`config.mk`:
```
export PLATFORM = sky130hd
export DESIGN_NAME = pcs_tx_sched
export DESIGN_NICKNAME = d
export VERILOG_FILES = /design/src/rtl/pcs_tx_sched.sv
export SDC_FILE = /design/constraint.sdc
export NUM_CORES = 1
export LEC_CHECK = 0
export ABC_AREA = 1
export ABC_CLOCK_PERIOD_IN_PS = 3800
export BUFFER_PORTS_ARGS = -buffer_cell sky130_fd_sc_hd__buf_2
export CAP_MARGIN = 20
export CELL_PAD_IN_SITES_DETAIL_PLACEMENT = 1
export CELL_PAD_IN_SITES_GLOBAL_PLACEMENT = 1
export CORE_ASPECT_RATIO = 1.1
export CORE_MARGIN = 2
export CORE_UTILIZATION = 31
export DETAILED_ROUTE_END_ITERATION = 10
export GPL_TIMING_DRIVEN = 1
export PLACE_DENSITY = 0.78
export SYNTH_ARGS = -nofsm -noshare
export SYNTH_HDL_FRONTEND = slang
export SYNTH_SLANG_ARGS = --single-unit
```
`constraint.sdc`:
```
create_clock -name clk -period 3.8 [get_ports clk]
set_input_delay 0.38 -clock clk [delete_from_list [all_inputs] [get_ports clk]]
set_output_delay 0.38 -clock clk [all_outputs]
set_load 0.03 [all_outputs]
```
`src/rtl/pcs_tx_sched.sv`:
```
`default_nettype none
// ============================================================================
// Module   : pcs_tx_sched
// Brief    : Frames MAC beats into start/data/terminate/error/idle blocks for
//            a 64b/66b PCS encoder, enforcing a minimum inter-packet gap.
// Revision : 1.0 - initial release
// ============================================================================
module pcs_tx_sched #(
    parameter int IPG_MIN = 1,
    parameter int CNT_W   = 16
) (
    input  logic             clk,
    input  logic             reset,
    input  logic             s_valid_i,
    output logic             s_ready_o,
    input  logic [63:0]      s_data_i,
    input  logic [7:0]       s_keep_i,
    input  logic             s_last_i,
    output logic             ctrl_v_o,
    output logic             idle_v_o,
    output logic             start_v_o,
    output logic             term_v_o,
    output logic             err_v_o,
    output logic [63:0]      data_o,
    output logic [2:0]       term_cnt_o,
    output logic [CNT_W-1:0] frame_cnt_o,
    output logic [CNT_W-1:0] err_cnt_o
);

    localparam int               IPG_W       = $clog2(IPG_MIN + 2);
    localparam logic [IPG_W-1:0] c_IPG_SAT   = IPG_W'(IPG_MIN);
    localparam logic [63:0]      c_START_BLK = 64'hD555_5555_5555_5500;
    localparam logic [63:0]      c_ERR_BLK   = 64'h1E1E_1E1E_1E1E_1E00;

    typedef enum logic [2:0] {
        ST_IDLE  = 3'd0,
        ST_DATA  = 3'd1,
        ST_TERM0 = 3'd2,
        ST_DROP  = 3'd3,
        ST_IPG   = 3'd4
    } state_t;

    state_t           r_state;
    logic [IPG_W-1:0] r_ipg_cnt;
    logic             r_ctrl_v;
    logic             r_idle_v;
    logic             r_start_v;
    logic             r_term_v;
    logic             r_err_v;
    logic [63:0]      r_data;
    logic [2:0]       r_term_cnt;
    logic [CNT_W-1:0] r_frame_cnt;
    logic [CNT_W-1:0] r_err_cnt;

    logic [3:0]       w_popcnt;
    logic [63:0]      w_term_data;
    logic             w_ipg_ok;
    logic [IPG_W-1:0] w_ipg_nxt;
    logic [CNT_W-1:0] w_frame_nxt;
    logic [CNT_W-1:0] w_err_nxt;

    always_comb begin
        w_popcnt = '0;
        for (int i = 0; i < 8; i++) begin
            w_popcnt = w_popcnt + 4'(s_keep_i[i]);
        end
    end

    // Terminate payload: the n valid bytes move up one lane, lane 0 is the control code.
    always_comb begin
        w_term_data = '0;
        for (int i = 0; i < 7; i++) begin
            if (4'(i) < w_popcnt) begin
                w_term_data[8*(i+1) +: 8] = s_data_i[8*i +: 8];
            end
        end
    end

    assign w_ipg_ok    = (r_ipg_cnt == c_IPG_SAT);
    assign w_ipg_nxt   = w_ipg_ok ? r_ipg_cnt : r_ipg_cnt + IPG_W'(1);
    assign w_frame_nxt = (&r_frame_cnt) ? r_frame_cnt : r_frame_cnt + CNT_W'(1);
    assign w_err_nxt   = (&r_err_cnt) ? r_err_cnt : r_err_cnt + CNT_W'(1);

    assign s_ready_o   = (r_state == ST_DATA) || (r_state == ST_DROP);

    always_ff @(posedge clk) begin
        if (reset) begin
            r_state     <= ST_IDLE;
            r_ipg_cnt   <= c_IPG_SAT;
            r_ctrl_v    <= 1'b1;
            r_idle_v    <= 1'b1;
            r_start_v   <= 1'b0;
            r_term_v    <= 1'b0;
            r_err_v     <= 1'b0;
            r_data      <= '0;
            r_term_cnt  <= '0;
            r_frame_cnt <= '0;
            r_err_cnt   <= '0;
        end else begin
            // Idle block unless a state below decides otherwise.
            r_ctrl_v   <= 1'b1;
            r_idle_v   <= 1'b1;
            r_start_v  <= 1'b0;
            r_term_v   <= 1'b0;
            r_err_v    <= 1'b0;
            r_data     <= '0;
            r_term_cnt <= '0;

            case (r_state)
                ST_IDLE: begin
                    if (s_valid_i && w_ipg_ok) begin
                        r_idle_v  <= 1'b0;
                        r_start_v <= 1'b1;
                        r_data    <= c_START_BLK;
                        r_state   <= ST_DATA;
                    end
                end

                ST_DATA: begin
                    if (!s_valid_i) begin
                        r_idle_v  <= 1'b0;
                        r_err_v   <= 1'b1;
                        r_data    <= c_ERR_BLK;
                        r_err_cnt <= w_err_nxt;
                        r_ipg_cnt <= '0;
                        r_state   <= ST_DROP;
                    end else if (!s_last_i || (w_popcnt == 4'd8)) begin
                        r_ctrl_v <= 1'b0;
                        r_idle_v <= 1'b0;
                        r_data   <= s_data_i;
                        if (s_last_i) begin
                            r_state <= ST_TERM0;
                        end
                    end else begin
                        r_idle_v    <= 1'b0;
                        r_term_v    <= 1'b1;
                        r_term_cnt  <= w_popcnt[2:0];
                        r_data      <= w_term_data;
                        r_frame_cnt <= w_frame_nxt;
                        r_ipg_cnt   <= '0;
                        r_state     <= ST_IPG;
                    end
                end

                ST_TERM0: begin
                    r_idle_v    <= 1'b0;
                    r_term_v    <= 1'b1;
                    r_frame_cnt <= w_frame_nxt;
                    r_ipg_cnt   <= '0;
                    r_state     <= ST_IPG;
                end

                // Idles emitted while draining an errored frame count toward the gap.
                ST_DROP: begin
                    r_ipg_cnt <= w_ipg_nxt;
                    if (s_valid_i && s_last_i) begin
                        r_state <= ST_IPG;
                    end
                end

                ST_IPG: begin
                    r_ipg_cnt <= w_ipg_nxt;
                    if (w_ipg_nxt == c_IPG_SAT) begin
                        r_state <= ST_IDLE;
                    end
                end

                default: begin
                    r_state <= ST_IDLE;
                end
            endcase
        end
    end

    assign ctrl_v_o    = r_ctrl_v;
    assign idle_v_o    = r_idle_v;
    assign start_v_o   = r_start_v;
    assign term_v_o    = r_term_v;
    assign err_v_o     = r_err_v;
    assign data_o      = r_data;
    assign term_cnt_o  = r_term_cnt;
    assign frame_cnt_o = r_frame_cnt;
    assign err_cnt_o   = r_err_cnt;

endmodule
`default_nettype wire

```
**Word level (Yosys, flattened, before mapping)**

Index checks and enable logic that the tools add are counted.

- Add/subtract/negate cells: 10
- $lt $le $gt $ge: 7
- Equal/unequal tests: 14
- Muxes and demuxes: 33
- Bitwise logic cells: 4
- Reductions and logical operators: 20

Operators with widths:

| operator | count |
|---|---|
| two-way mux 64 bit | 3 |
| case mux 64 bit (2 select lines) | 1 |
| two-way mux 8 bit | 7 |
| two-way mux 16 bit | 3 |
| adder 16 x 1 -> 16 bit (second input constant) | 2 |
| case mux 16 bit (2 select lines) | 1 |
| AND reduction 16 bit | 2 |
| two-way mux 3 bit | 6 |
| adder 4 x 1 -> 4 bit | 4 |
| case mux 3 bit (5 select lines) | 1 |
| < comparator 3 x 4 -> 1 bit (first input constant) | 3 |
| < comparator 1 x 4 -> 1 bit (first input constant) | 2 |
| < comparator 2 x 4 -> 1 bit (first input constant) | 2 |
| != test 2 bit (second input constant) | 4 |
| OR reduction 2 bit | 4 |
| equality test 3 x 2 -> 1 bit (second input constant) | 2 |
| two-way mux 2 bit | 3 |
| case mux 2 bit (3 select lines) | 1 |
| AND reduction 3 bit | 2 |
| two-way mux 1 bit | 5 |
| adder 3 x 1 -> 4 bit | 1 |
| equality test 2 x 1 -> 1 bit (second input constant) | 2 |
| equality test 4 bit (second input constant) | 1 |
| != test 4 bit (second input constant) | 1 |
| 19 further kinds | 25 |

- Register bits after elaboration: 109
- Input port bits: 76
- Output and inout bits: 105
- Word-level logic and storage cells: 99

**Logic depth before layout (Yosys ltp)**

- Depth after elaboration: 12
- Depth in mapped cells: 17
- Mapped depth without buffers: 17

**Least setup slack after synthesis**

OpenSTA, ideal clock, no wires.

- Path type: input to register
- From: in s_keep_i[0]
- To: reg r_data[42], in the netlist data_o[42]
- Setup time: 0.128 ns
- Arrival time: 3.474 ns
- Slack: 0.198 ns
- Stages: 16
- Path buffers: 1
- Path through: inv_1 > fa_1 > fa_1 > fa_1 > inv_1 > ha_1 > fa_1 > nor2_2 > nand3_2 > nand2_2 > inv_2 > buf_2 > nand2_1 > nor2_1 > nor2_1 > nor2_1

- Longest elaborated chain between the ends: 12
- Elaborated cells on any way between the ends: 14
- Those cells by class: 7 x add/sub; 1 x order compare; 1 x eq/ne; 4 x mux; 1 x reduce/logical

RTL lines:

| item | line | text |
|---|---|---|
| start: declaration | 17 | `input logic [7:0] s_keep_i,` |
| adder 1 x 1 -> 2 bit * | 65 | `w_popcnt = w_popcnt + 4'(s_keep_i[i]);` |
| adder 2 x 1 -> 3 bit * | 65 |  |
| adder 3 x 1 -> 4 bit * | 65 |  |
| adder 4 x 1 -> 4 bit * (4 in a row) | 65 |  |
| named net w_popcnt[1] | 55 | `logic [3:0] w_popcnt;` |
| < comparator 3 x 4 -> 1 bit or equality test 4 bit (tied branches) | 73, 127 |  |
| two-way mux 8 bit or logical OR 1 bit (tied branches) | 73, 127 |  |
| two-way mux 64 bit * | 127 | `end else if (!s_last_i \|\| (w_popcnt == 4'd8)) begin` |
| two-way mux 64 bit * | 120 | `if (!s_valid_i) begin` |
| case mux 64 bit (2 select lines) * | 109 | `case (r_state)` |
| end signal: assignment | 114 | `r_data <= c_START_BLK;` |
| end signal: assignment | 123 | `r_data <= c_ERR_BLK;` |
| end signal: assignment | 130 | `r_data <= s_data_i;` |
| end: declaration | 50 | `logic [63:0] r_data;` |

The timed path passes the listed nets; every way through them passes the cells marked *.
A chain may end at the register's enable or synchronous reset.

**Worst setup path after layout**

- From: in s_keep_i[0]
- To: reg r_data[57], in the netlist data_o[57]

Same word-level chain as after synthesis.

==> metrics.txt <==
leakage power=approximately 0.0033 uW; Startpoint Class=input port; synth-to-layout area growth=30.63%; Synth area leaders=dfxtp_1 (41%), nand2_1 (13%), a21oi_1 (8.1%); Post-CTS Setup Bufs=0; Finished Cell Area=a little under 0.007 mm2; post-synth cell types=33; drt wl/cell=15.78 um; Post-Route WL=approximately 18 mm; Post-DRT Antenna Nets=0; H-tree depth=3; Rows=49; worst reg2reg path endpoint=frame_cnt_o[1]; power after layout=about 3600 uW; Detail Placement HPWL=about 14 mm; Util after Layout=approximately two fifths; Vias=~5,700; initial DRC count=about 230; Required @ worst endpoint=4070 ps; min-delay src=s_data_i[7]; Layout Skew=approximately 10 ps; max-cap check violation count=0; Slew HR=~57%; Initial Utilization=approximately a third; hold buffers post-CTS=0; unrepaired setup endpoints after global routing=false; Hold Path Depth=3; total CTS buffers=9; Top FF cell, synth=dfxtp_1; GP Congestion=0.8726; syn avg cell area=slightly below 7 um2; antenna violations before repair=1; Slew @ Worst Pin=between 600 and 700 ps; Root Driver=clkbuf_16; Post-synth EDFFs=0; fin cells=between 1,000 and 1,500; Syn Inst Count=between 700 and 800; CTS sink count=around 110; worst vdd rail ir drop=about 260 uV; Final Hold Viols=0; die height=~140 um; crit end category=flip-flop; Hold Crit Endpoint=data_o[7]; fin nets=1,033; Die ar.=around 0.018 mm2; Max Clock Freq=roughly 280 MHz; Max Slew Vio Count=0; worst skew pair latency=roughly 360 ps; Final Setup Violations=0; Syn. warnings=0; outcome=finished clean; largest area contributor in the netlist=dfxtp_1; r2r startpoint=frame_cnt_o[0]; first-pass GRT wire length=~29 mm; reg-to-reg slack, setup=~1700 ps; post-synth top area share=41.47%; vias per inst=4.884; PwrDens=525.7 mW/mm2; minimum clock period=approximately 3500 ps; critical path class=in -> reg; Async S/R FF share, synth=0%; Port Buffers=180; #FFs+latches synth=about 110; Worst-path clk slew=around 80 ps; cell with the most instances after synthesis=nand2_1; part of the cycle the worst path needs=92.63%; 1st-pass router iterations=4; I/O Pins=181; DRC=0; Min Hold Slack=roughly 250 ps; worst r2r path cells=10; top cells by count, synth=nand2_1 (189), dfxtp_1 (109), a21oi_1 (85); Die X=approximately 130 um; largest net degree at the start of global routing=between 50 and 60; Hold Crit Class=in -> reg; worst-path fanout max=13; Core Box Area=between 0.015 and 0.02 mm2; CTS tree=done; vias in the first global route=between 5,000 and 6,000; GRT Util Overall=20.39%; dpl cell area=0.006515 mm2; CTS resizes=0; layout cells sized above 1=between 20 and 30%; placed insts=about 1,100; clock buffer depth=2; register area share after synthesis=between 40% and 50%; Critical Path AT=about 3800 ps; global route overflow=0; syn_nets=about 840; Synth Cell Area=~0.0053 mm2
==> worst max-delay path, cell delays in order <==
cell and delay (ps):
buf_2 80, inv_1 40, fa_1 550, fa_1 430
fa_1 490, inv_1 40, ha_1 190, fa_1 530
nor2_2 60, nand3_2 110, nand2_2 130, buf_4 210
nor3_2 330, nand2_1 90, a21oi_1 120
==> layout by cell type (no fill, tap or decap), types with 10 or more instances in the layout <==
cell type  instances
buf_4             24
nor2_1            83
a21oi_1           85
inv_1             74
o21ai_0           39
dfxtp_1          109
nand4_1           17
nor3_1            10
xor2_1            12
nand2_1          189
buf_2            180
nand3_1           52
==> sequential cells by signal, indices dropped and copies added, names as in the netlist <==
register and cells:
idle_v_o 1, start_v_o 1, ctrl_v_o 1, err_cnt_o 16, r_state 3, frame_cnt_o 16
r_ipg_cnt 2, term_cnt_o 3, term_v_o 1, err_v_o 1, data_o 64
==> kinds of logic after synthesis <==
kind of cell	after synthesis	share of synthesized area, %
AOI/OAI and AO/OA	136	13.32
xor gates and xnor gates	19	3.163
adders and majority gates	9	2.711
buffers and inverters	110	8.632
DFF	109	41.47
and+or+nand+nor	374	30.70
==> per-stage QoR <==
stage          TNS (ps)  setup WS, ps
2_1_floorplan         0         198.0
6_report              0         280.0
3_5_place_dp     -543.0        -72.25
4_1_cts               0         292.3
3_3_place_gp     -33.58        -21.39
5_1_grt               0         94.08
==> power breakdown <==
part           switching [uW]  internal [uW]  total [uW]
clock network             473            658        1130
logic                     815            363        1180
registers                55.1           1250        1300
==> layout make-up <==
class	instances	area, um2
Inverter	83	311.5
Multi-Input combinational cell	538	2625
Clock inverter	7	130.1
Tap cell	204	255.2
Sequential cell	109	2182
Timing Repair Buffer	207	1141
Fill cell	2171	9619
Antenna cell	1	2.502
Clock buffer	9	225.2
==> layer usage <==
metal,share of wire (%),up-vias,wire [um],GRT usage [%]
met5,0.071,-,13,0
met4,0.68,2,124,3.297
met3,5.9,13,1070,5.617
met2,50,142,9224,35.97
met1,43,2688,7835,25.14
li1,-,2811,-,-
==> worst max-delay path by stage <==
stage | from | endpoint | cells past startpoint
3_3_place_gp | s_keep_i[0] | data_o[57] | 15
5_1_grt | s_keep_i[0] | data_o[59] | 15
6_report | s_keep_i[0] | data_o[57] | 15
3_5_place_dp | s_keep_i[0] | data_o[57] | 15
2_1_floorplan | s_keep_i[0] | data_o[42] | 16
4_1_cts | s_keep_i[0] | data_o[59] | 15
Note: power is estimated with default switching activity, not from simulation.
